**src/rtl/sram_bus_arbiter_pkg.sv**
```systemverilog
// sram_bus_arbiter_pkg
//   Shared definitions for the shared-memory-bus arbiter: FSM state
//   encodings, owner codes and the round-robin owner selection helper.
package sram_bus_arbiter_pkg;

  typedef enum logic [1:0] {
    ST_IDLE = 2'd0,
    ST_ADDR = 2'd1,
    ST_DATA = 2'd2
  } arb_state_e;

  typedef enum logic {
    OWN_INST = 1'b0,
    OWN_DATA = 1'b1
  } arb_owner_e;

  // Under contention the side that was not granted last wins; a single
  // pending request always wins.
  function automatic arb_owner_e pick_owner(input logic       inst_req,
                                            input logic       data_req,
                                            input arb_owner_e last_grant);
    arb_owner_e win;
    if (inst_req && data_req)
      win = (last_grant == OWN_INST) ? OWN_DATA : OWN_INST;
    else if (data_req)
      win = OWN_DATA;
    else
      win = OWN_INST;
    return win;
  endfunction

endpackage

```
**src/rtl/sram_bus_arbiter.sv**
```systemverilog
// sram_bus_arbiter
//   Arbitrates instruction-fetch (IF) and data (DC/MEM) requests onto one
//   SRAM-like request / addr_ok / data_ok slave bus, one transaction at a
//   time, returns the response to the owning master and raises stall
//   requests while that master has work pending.
//
// Ports
//   clk, rst                       clock, synchronous active-high reset
//   inst_req/inst_addr             fetch request (held until inst_addr_ok)
//   inst_addr_ok/inst_data_ok      fetch handshakes (combinational)
//   inst_rdata                     fetch read data (0 unless fetch owns DATA)
//   data_req/wr/sel/addr/wdata     load/store request (held until data_addr_ok)
//   data_addr_ok/data_data_ok      data handshakes (combinational)
//   data_rdata                     load data (0 unless data side owns DATA)
//   bus_req/wr/sel/addr/wdata      registered slave request fields
//   bus_addr_ok/bus_data_ok        slave handshakes
//   bus_rdata                      slave read data
//   stallreq_if/stallreq_mem       pipeline stall requests (combinational)
//
// state   | meaning
// --------+-----------------------------------------------------------
// ST_IDLE | no transaction; a pending request is granted and latched
// ST_ADDR | bus_req high, fields stable, waiting for bus_addr_ok
// ST_DATA | address accepted, waiting for bus_data_ok
module sram_bus_arbiter
  import sram_bus_arbiter_pkg::*;
#(
  parameter int ADDR_W = 32,
  parameter int DATA_W = 32
) (
  input  logic                clk,
  input  logic                rst,

  input  logic                inst_req,
  input  logic [ADDR_W-1:0]   inst_addr,
  output logic                inst_addr_ok,
  output logic                inst_data_ok,
  output logic [DATA_W-1:0]   inst_rdata,

  input  logic                data_req,
  input  logic                data_wr,
  input  logic [DATA_W/8-1:0] data_sel,
  input  logic [ADDR_W-1:0]   data_addr,
  input  logic [DATA_W-1:0]   data_wdata,
  output logic                data_addr_ok,
  output logic                data_data_ok,
  output logic [DATA_W-1:0]   data_rdata,

  output logic                bus_req,
  output logic                bus_wr,
  output logic [DATA_W/8-1:0] bus_sel,
  output logic [ADDR_W-1:0]   bus_addr,
  output logic [DATA_W-1:0]   bus_wdata,
  input  logic                bus_addr_ok,
  input  logic                bus_data_ok,
  input  logic [DATA_W-1:0]   bus_rdata,

  output logic                stallreq_if,
  output logic                stallreq_mem
);

  arb_state_e state;
  arb_state_e state_next;
  // The owner of the current/most recent transaction is also the
  // last-granted side used for round-robin; both reset to INST.
  arb_owner_e owner;
  arb_owner_e grant_owner;
  logic       grant;

  always_comb begin
    state_next  = state;
    grant       = 1'b0;
    grant_owner = pick_owner(inst_req, data_req, owner);
    case (state)
      ST_IDLE: begin
        if (inst_req || data_req) begin
          grant      = 1'b1;
          state_next = ST_ADDR;
        end
      end
      ST_ADDR: begin
        if (bus_addr_ok)
          state_next = ST_DATA;
      end
      ST_DATA: begin
        if (bus_data_ok)
          state_next = ST_IDLE;
      end
      default: state_next = ST_IDLE;
    endcase
  end

  always_ff @(posedge clk) begin
    if (rst) begin
      state     <= ST_IDLE;
      owner     <= OWN_INST;
      bus_req   <= 1'b0;
      bus_wr    <= 1'b0;
      bus_sel   <= '0;
      bus_addr  <= '0;
      bus_wdata <= '0;
    end else begin
      state <= state_next;
      if (grant) begin
        owner   <= grant_owner;
        bus_req <= 1'b1;
        if (grant_owner == OWN_DATA) begin
          bus_wr    <= data_wr;
          bus_sel   <= data_sel;
          bus_addr  <= data_addr;
          bus_wdata <= data_wdata;
        end else begin
          bus_wr    <= 1'b0;
          bus_sel   <= '1;
          bus_addr  <= inst_addr;
          bus_wdata <= '0;
        end
      end else if (state == ST_ADDR && bus_addr_ok) begin
        bus_req <= 1'b0;
      end
    end
  end

  // Slave handshakes are qualified by state so stray pulses are ignored.
  assign inst_addr_ok = bus_addr_ok && (state == ST_ADDR) && (owner == OWN_INST);
  assign data_addr_ok = bus_addr_ok && (state == ST_ADDR) && (owner == OWN_DATA);
  assign inst_data_ok = bus_data_ok && (state == ST_DATA) && (owner == OWN_INST);
  assign data_data_ok = bus_data_ok && (state == ST_DATA) && (owner == OWN_DATA);

  assign inst_rdata = (state == ST_DATA && owner == OWN_INST) ? bus_rdata : '0;
  assign data_rdata = (state == ST_DATA && owner == OWN_DATA) ? bus_rdata : '0;

  // Stall is released in the response cycle so the stage can advance.
  assign stallreq_if  = (inst_req || (owner == OWN_INST && state != ST_IDLE))
                        && !inst_data_ok;
  assign stallreq_mem = (data_req || (owner == OWN_DATA && state != ST_IDLE))
                        && !data_data_ok;

endmodule

```
**config.mk**
```make
export PLATFORM = sky130hd
export DESIGN_NAME = sram_bus_arbiter
export DESIGN_NICKNAME = d
export VERILOG_FILES = /design/src/rtl/sram_bus_arbiter_pkg.sv /design/src/rtl/sram_bus_arbiter.sv
export SDC_FILE = /design/constraint.sdc
export NUM_CORES = 1
export LEC_CHECK = 0
export ABC_CLOCK_PERIOD_IN_PS = 1300
export CAP_MARGIN = 20
export CELL_PAD_IN_SITES_DETAIL_PLACEMENT = 1
export CELL_PAD_IN_SITES_GLOBAL_PLACEMENT = 2
export CORE_AREA = 2 2 155 157
export DETAILED_ROUTE_END_ITERATION = 8
export DIE_AREA = 0 0 157 159
export PLACE_DENSITY = 0.71
export SLEW_MARGIN = 20
export SYNTH_ARGS = -nofsm -noshare
export SYNTH_HDL_FRONTEND = slang
export SYNTH_SLANG_ARGS = --single-unit
```
**constraint.sdc**
```tcl
create_clock -name clk -period 1.3 [get_ports clk]
set_input_delay 0.26 -clock clk [delete_from_list [all_inputs] [get_ports clk]]
set_output_delay 0.26 -clock clk [all_outputs]
set_load 0.01 [all_outputs]
```
* Word level (Yosys, flattened, before mapping)
Index checks and enable logic that the tools add are counted. W data, S select, Z words.
Storage, ports and cells: register bits 73, logic and storage cells 52, output and inout bits 140, bits of input ports 139
Cells by class: reduce and logical (&&, ||, !) cells 22, multiplexer cells 17, bitwise logic cells 1, equal/unequal tests 5
Operators with widths (number):
- $mux W32 | 4
- $logic_and A1 B1 Y1 | 13
- $mux W1 | 8
- $mux W2 | 3
- $ne A2 B2 Y1 const B | 3
- $pmux W2 S3 | 1
- $mux W4 | 1
- $reduce_bool A2 Y1 | 2
- $logic_or A1 B1 Y1 | 3
- $reduce_and A3 Y1 | 1
- $eq A2 B1 Y1 const B | 1
- $eq A2 B2 Y1 const B | 1
- $logic_not A1 Y1 | 2
- $logic_not A2 Y1 | 1
- $not A1 Y1 | 1

* Depth between registers and ports, before layout
Gate-level depths: netlist (run 1).
depth after elaboration 5, depth in mapped cells 7, gate-level depth less buffers 3

* Worst setup path before layout (run 1)
OpenSTA, ideal clock, no wires.
path type reg2out, from register owner, to output port inst_rdata[10], slack -0.095 ns, arrival 1.135 ns, data required time 1.040 ns, path buffers 2, cell stages (with the launch flop) 6, path through dfxtp_1 > clkbuf_2 > inv_1 > and3_1 > clkbuf_1 > and2_1
On the way: longest elaborated chain between the ends 3
RTL lines:
- start, declared | RTL line sram_bus_arbiter.sv:66 | arb_owner_e owner;
- start signal, assigned | RTL line sram_bus_arbiter.sv:105 | owner <= grant_owner;
- $not A1 Y1 | RTL line sram_bus_arbiter.sv:130 | assign inst_rdata = (state == ST_DATA && owner == OWN_INST) ? bus_rdata : '0;
- $logic_and A1 B1 Y1 | RTL line sram_bus_arbiter.sv:130
- $mux W32 | RTL line sram_bus_arbiter.sv:130
- end, declared | RTL line sram_bus_arbiter.sv:38 | output logic [DATA_W-1:0] inst_rdata,
No other way between the ends.

* Worst setup path after layout (run 1)
from register state[1], to output port stallreq_mem
On the way: longest elaborated chain between the ends 5, elaborated cells on any way between the ends 8, those cells by class eq/ne: 1; reduce/logical: 7
RTL lines:
- start, declared | RTL line sram_bus_arbiter.sv:62 | arb_state_e state;
- start signal, assigned | RTL line sram_bus_arbiter.sv:103 | state <= state_next;
- $eq A2 B2 Y1 | RTL line sram_bus_arbiter.sv:128 | assign data_data_ok = bus_data_ok && (state == ST_DATA) && (owner == OWN_DATA);
- $logic_and A1 B1 Y1 (2 in series) | RTL line sram_bus_arbiter.sv:128
- $logic_not A1 Y1 | RTL line sram_bus_arbiter.sv:137 | && !data_data_ok;
- $logic_and A1 B1 Y1 * | RTL line sram_bus_arbiter.sv:137
- end, declared | RTL line sram_bus_arbiter.sv:59 | output logic stallreq_mem
Every way passes the cells marked *; elsewhere a longest branch is shown, timed or not.

==> results of run 1 <==
through the flow:
stage	total power [mW]	worst slack, ns
global route	8.53	-0.476
global placement	4.69	-0.688
floorplan	3.47	-0.00886
finish	8.14	-0.440
CTS	7.89	-0.448
detailed placement	4.74	-0.659
routing by layer:
layer | global-route usage | wire, um | up-vias
met5 | 0 | 0 | -
met4 | 0.0329 | 202 | 0
met3 | 0.0463 | 1600 | 20
met2 | 0.280 | 10900 | 204
met1 | 0.160 | 8430 | 2136
li1 | - | - | 2000
Yosys cell counts (2+ instances only):
cell,n,area [um2]
a21oi_1,36,180
a22o_1,33,289
a311oi_1,2,17.5
a311oi_2,30,450
and2_1,66,413
and3_1,3,18.8
buf_2,14,70.1
buf_6,4,45.0
clkbuf_1,16,60.1
clkbuf_2,2,10.0
dfxtp_1,73,1460
inv_1,3,11.3
nand2_1,69,259
nor2_1,4,15.0
o221a_2,4,45.0
o22a_1,2,17.5
sequential cells by signal, summed over array words and instances (netlist names):
signal     count
bus_addr      32
bus_sel        4
bus_wdata     32
bus_wr         1
owner          1
bus_req        1
state          2
power groups by stage:
stage	clock network (mW)	logic, mW	registers [mW]
2_1_floorplan	0	0.761	2.71
3_3_place_gp	0	2.06	2.63
3_5_place_dp	0	2.10	2.64
4_1_cts	3.00	2.30	2.59
5_1_grt	3.09	2.82	2.62
6_report	2.89	2.65	2.60
timing repair:
item                       in CTS  in global routing
resized for setup             453                135
pin swaps                      59                 64
gates cloned                   12                 13
buffers inserted               23                  9
setup endpoints to repair     210                143
cell families (layout without fill, tap and decap cells):
family / after synthesis / in the layout / synth area share
flops: 73 / 73 / 0.423
compound gates: 113 / 113 / 0.305
simple gates: 146 / 150 / 0.213
other cells: 0 / 2 / 0
buf+inv: 40 / 370 / 0.0591
path summary, 6_finish.rpt:
| path | from | end | slack, ns | depth (start not counted) |
|---|---|---|---|---|
| worst max register to register | state[1]$_SDFFE_PP0P_ | bus_wdata[25]$_SDFFE_PP0P_ | -0.23 | 6 |
| worst min-delay path | rst | bus_sel[0]$_SDFFE_PP0P_ | 0.41 | 3 |
| worst max-delay path | state[1]$_SDFFE_PP0P_ | stallreq_mem | -0.44 | 6 |
| worst min register to register | bus_wdata[17]$_SDFFE_PP0P_ | bus_wdata[17]$_SDFFE_PP0P_ | 0.48 | 1 |
critical path: stages, from the launching register on:
cell and delay, ns:
dfxtp_4 0.39, buf_6 0.11, buf_6 0.09, nand2_4 0.05
o22a_1 0.16, o22a_1 0.21, buf_6 0.13
layout make-up:
cell class / count / area [um2] / share of cell area
Timing Repair Buffer: 351 / 3890 / 0.466
Multi-Input combinational cell: 263 / 2230 / 0.267
Sequential cell: 73 / 1470 / 0.176
Tap cell: 319 / 399 / 0.0478
Clock buffer: 10 / 239 / 0.0286
Clock inverter: 6 / 97.6 / 0.0117
Inverter: 3 / 13.8 / 0.00165
Antenna cell: 2 / 5.00 / 0.000599
==> impl_metrics.ini, run 1 <==
[logic_synthesis]
synth-edff-count = 0
syn_avg_cell_area_um2 = 9.28
ys.flop_type = dfxtp_1
ys_seq_area_frac = 0.423
netlist_area_um2 = 3450
yosys_warnings = 0
yosysUniqueCellTypes = 27
synth_seq_cells = 73
netlist_instances = 372
syn-num-nets = 511
async_reset_ff_frac = 0

[clock_tree]
ctsLongestPathBuffers = 2
cts_max_level = 3
clock_sinks = 73
root_buffer = clkbuf_16
cts_tree = done
clkTransAtPathRegs_ns = 0.07
postCtsHoldBufs = 0
numCtsBuffers = 9
clk_latency_ns = 0.34

[detailed_routing]
drtIter0Drc = 130
num_vias = 4360
wl_per_cell_um = 20.6
firstDrtPassIters = 4
totalWireLength_um = 21100
drtAntennaViolNets = 0
drc = 0
routed_via_density = 4.25

[die]
die_w_um = 157
ios = 279
row_count = 56
die_area_um2 = 25000
die_h_um = 159
initial_core_util = 0.149
core_area_um2 = 23200

[power]
vdd_ir_drop_max_mv = 0.485
power.leakage_nw = 3.69
internal-power_mw = 5.71
p_comb_frac = 0.326
sw_frac_of_total = 0.298
seqPwrFrac = 0.319
p_switching_mw = 2.43
p_per_area_nw_per_um2 = 975
clockPowerShare = 0.356

[sta]
tightest_slew_ns = 0.362
finalSetupViolCount = 140
post-route-period-util = 1.34
hold_ws_ns = 0.412
tns_ns = -38.57
rsz0062_at_grt = true
finalHoldViolations = 0
relSlewSlack = 0.758
fin_skew_ns = 0.00285
max_freq_mhz = 575
post-route-min-period_ns = 1.74
setup_ws_ns = -0.440
slew_violations = 0

[final_layout]
fin_util = 0.360
fillCellCount = 2551
layout_commonest_cell = clkdlybuf4s50_1
final_cell_area_um2 = 8350
nNetsFinal = 840
stdcell_count = 1027
final_layout_size_suffix_gt1_frac = 0.426
syn_to_final_growth_pct = 142
layout_common_cells = clkdlybuf4s50_1 (135), buf_6 (86), dfxtp_1 (70)

[worst_setup_path]
worstPathRequired_ns = 1.04
critical_path.endpoint_type = output port
start_kind = flop
critPathMaxFanout = 5
worstSetupPathType = flop to output port
crit_arrival_ns = 1.48

[place]
dp_hpwl_um = 12300
dpl-instance-area_um2 = 6780
placed_cells = 957
gp_congestion = 0.735
io_buffers = 278

[global_route]
first_global_vias = 4718
track_usage = 0.148
antenna_found_initial = 2
grt_remaining_overflow = 0
grt_max_degree = 37
grt_pass1_wl_um = 28300

[outcome]
status = finished, violations left
violations = negative setup slack

[hold_path]
min_path_type = primary input to flop

[job]
cap_violations = 0
(Power assumes the default switching activity.)
==> run 2, diff against run 1 <==
- PLACE_DENSITY: 0.71 -> 0.72
==> run 2 against run 1 <==
The run still ends with negative setup slack left. Final cell count fell by 0.49%. Setup slack gained 0.045 ns. Clock skew grew 0.0089 ns. Via count decreased by 2.2%. Core utilization is 2.4 points lower. Clock power shrank 6%. Combinational power decreased by 2%. Clock-buffer cell count unchanged. Fmax increased by 2.6%. Largest cell class unchanged. Highest routed layer is now met5.
==> impl_metrics.ini, run 2 (synthesis results as in run 1) <==
[power]
p_per_area_nw_per_um2 = 1020
finalPower_mw = 7.91
vdd_ir_drop_max_mv = 0.473
power.leakage_nw = 3.45

[global_route]
first_global_vias = 4749
grt_remaining_overflow = 0
grt_pass1_wl_um = 29100
track_usage = 0.155
grt_max_degree = 33
antenna_found_initial = 1

[worst_setup_path]
r2r-end = bus_addr[4]$_SDFFE_PP0P_
reg2reg_slack_ns = -0.29
cp_slowest_cell = dfxtp_2
crit_chain = inv_2 -> and3_4 -> buf_12 -> buf_6 -> and2_4 -> buf_6
startpoint = state[0]$_SDFFE_PP0P_
crit_end = data_rdata[29]
worstPathRequired_ns = 1.04
crit_arrival_ns = 1.44
worstSetupPathType = flop to output port
timing.rr.start = state[1]$_SDFFE_PP0P_
critical_path.endpoint_type = output port
crit_path_max_incr_delay_ns = 0.33
crit_top_cell = buf_6
critPathMaxFanout = 8
reg2reg_depth = 9
start_kind = flop

[clock_tree]
ctsLongestPathBuffers = 2
cts_max_level = 3
postCtsHoldBufs = 0
root_buffer = clkbuf_16
clkTransAtPathRegs_ns = 0.06
cts_tree = done
numCtsBuffers = 9
clock_sinks = 73
clk_latency_ns = 0.35

[sta]
post-route-min-period_ns = 1.70
max_freq_mhz = 590
rsz0062_at_grt = true
finalHoldViolations = 0
tightest_slew_ns = 0.361
slew_violations = 0
post-route-period-util = 1.30
relSlewSlack = 0.759
finalSetupViolCount = 140
fin_skew_ns = 0.0118
setup_ws_ns = -0.395
tns_ns = -37.66

[die]
die_area_um2 = 25000
initial_core_util = 0.149
die_h_um = 159
die_w_um = 157
row_count = 56
ios = 279
core_area_um2 = 23200

[hold_path]
min_path_type = primary input to flop

[outcome]
status = finished, violations left
violations = negative setup slack

[final_layout]
fin_util = 0.336
nNetsFinal = 837
top_regs = bus_addr: 32 flops, bus_wdata: 32 flops, bus_sel: 4 flops
diodes = 0
syn_to_final_growth_pct = 126
final_cell_area_um2 = 7780
final_layout_size_suffix_gt1_frac = 0.366
layout_commonest_cell = clkdlybuf4s50_1
layout_common_cells = clkdlybuf4s50_1 (134), dfxtp_1 (68), nand2_1 (67)

[detailed_routing]
num_vias = 4266
totalWireLength_um = 19600
routed_via_density = 4.17
drc = 0
firstDrtPassIters = 4
drtIter0Drc = 106
wl_per_cell_um = 19.1
drtAntennaViolNets = 0

[place]
io_buffers = 278
pre_cts_ws_ns = -0.810
dp_hpwl_um = 13600
gp_congestion = 0.739
dpl-instance-area_um2 = 6830

[job]
cap_violations = 0
[run 2: critical path: cells and delay by family (launching register included)]
family	cells	cell delay [ns]
AND/OR/NAND/NOR	2	0.34
buffers and inverters	4	0.41
flip-flops	1	0.33
[run 2: per-layer routing]
metal	GRT usage	part of all wire	vias up
met2	0.286	0.52	208
met3	0.0512	0.083	26
met1	0.165	0.37	2054
met4	0.0438	0.020	2
met5	0	0.00066	-
li1	-	-	1976
[run 2: through the flow]
step	std cells	hold WS (ns)
floorplan	372	0.386
global placement	968	0.456
detailed placement	968	0.461
CTS	1024	0.221
global route	1022	0.222
finish	1022	0.211
[run 2: timing repair]
item | CTS | global route
pin swaps | 73 | 25
setup buffers | 31 | 9
gates resized for setup | 486 | 45
endpoints found under the setup margin | 210 | 151
gates cloned | 13 | 1
[run 2: final cells by class]
class / count / area [um2]
inverter: 3 / 11.3
clock buffer: 10 / 239
multi-input combinational: 259 / 2060
timing repair buffer: 352 / 3530
sequential: 73 / 1470
tap: 319 / 399
fill: 2610 / 15400
clock inverter: 6 / 75.1
[run 2: report_power, final]
part | total [mW] | internal [mW] | switching [mW] | leakage, nW
logic | 2.59 | 1.48 | 1.10 | 2.69
registers | 2.61 | 2.46 | 0.146 | 0.604
clock network | 2.72 | 1.57 | 1.15 | 0.151
total | 7.91 | 5.51 | 2.40 | 3.45
[run 2: worst min-delay path by stage]
stage / startpoint / end / slack [ns] / cells past startpoint
3_5_place_dp: bus_req$_SDFFE_PP0P_ / bus_req$_SDFFE_PP0P_ / 0.46 / 2
2_1_floorplan: data_wdata[0] / bus_wdata[0]$_SDFFE_PP0P_ / 0.39 / 1
5_1_grt: rst / owner$_SDFFE_PP0P_ / 0.22 / 2
6_report: rst / owner$_SDFFE_PP0P_ / 0.21 / 2
4_1_cts: rst / owner$_SDFFE_PP0P_ / 0.22 / 2
3_3_place_gp: bus_req$_SDFFE_PP0P_ / bus_req$_SDFFE_PP0P_ / 0.46 / 2
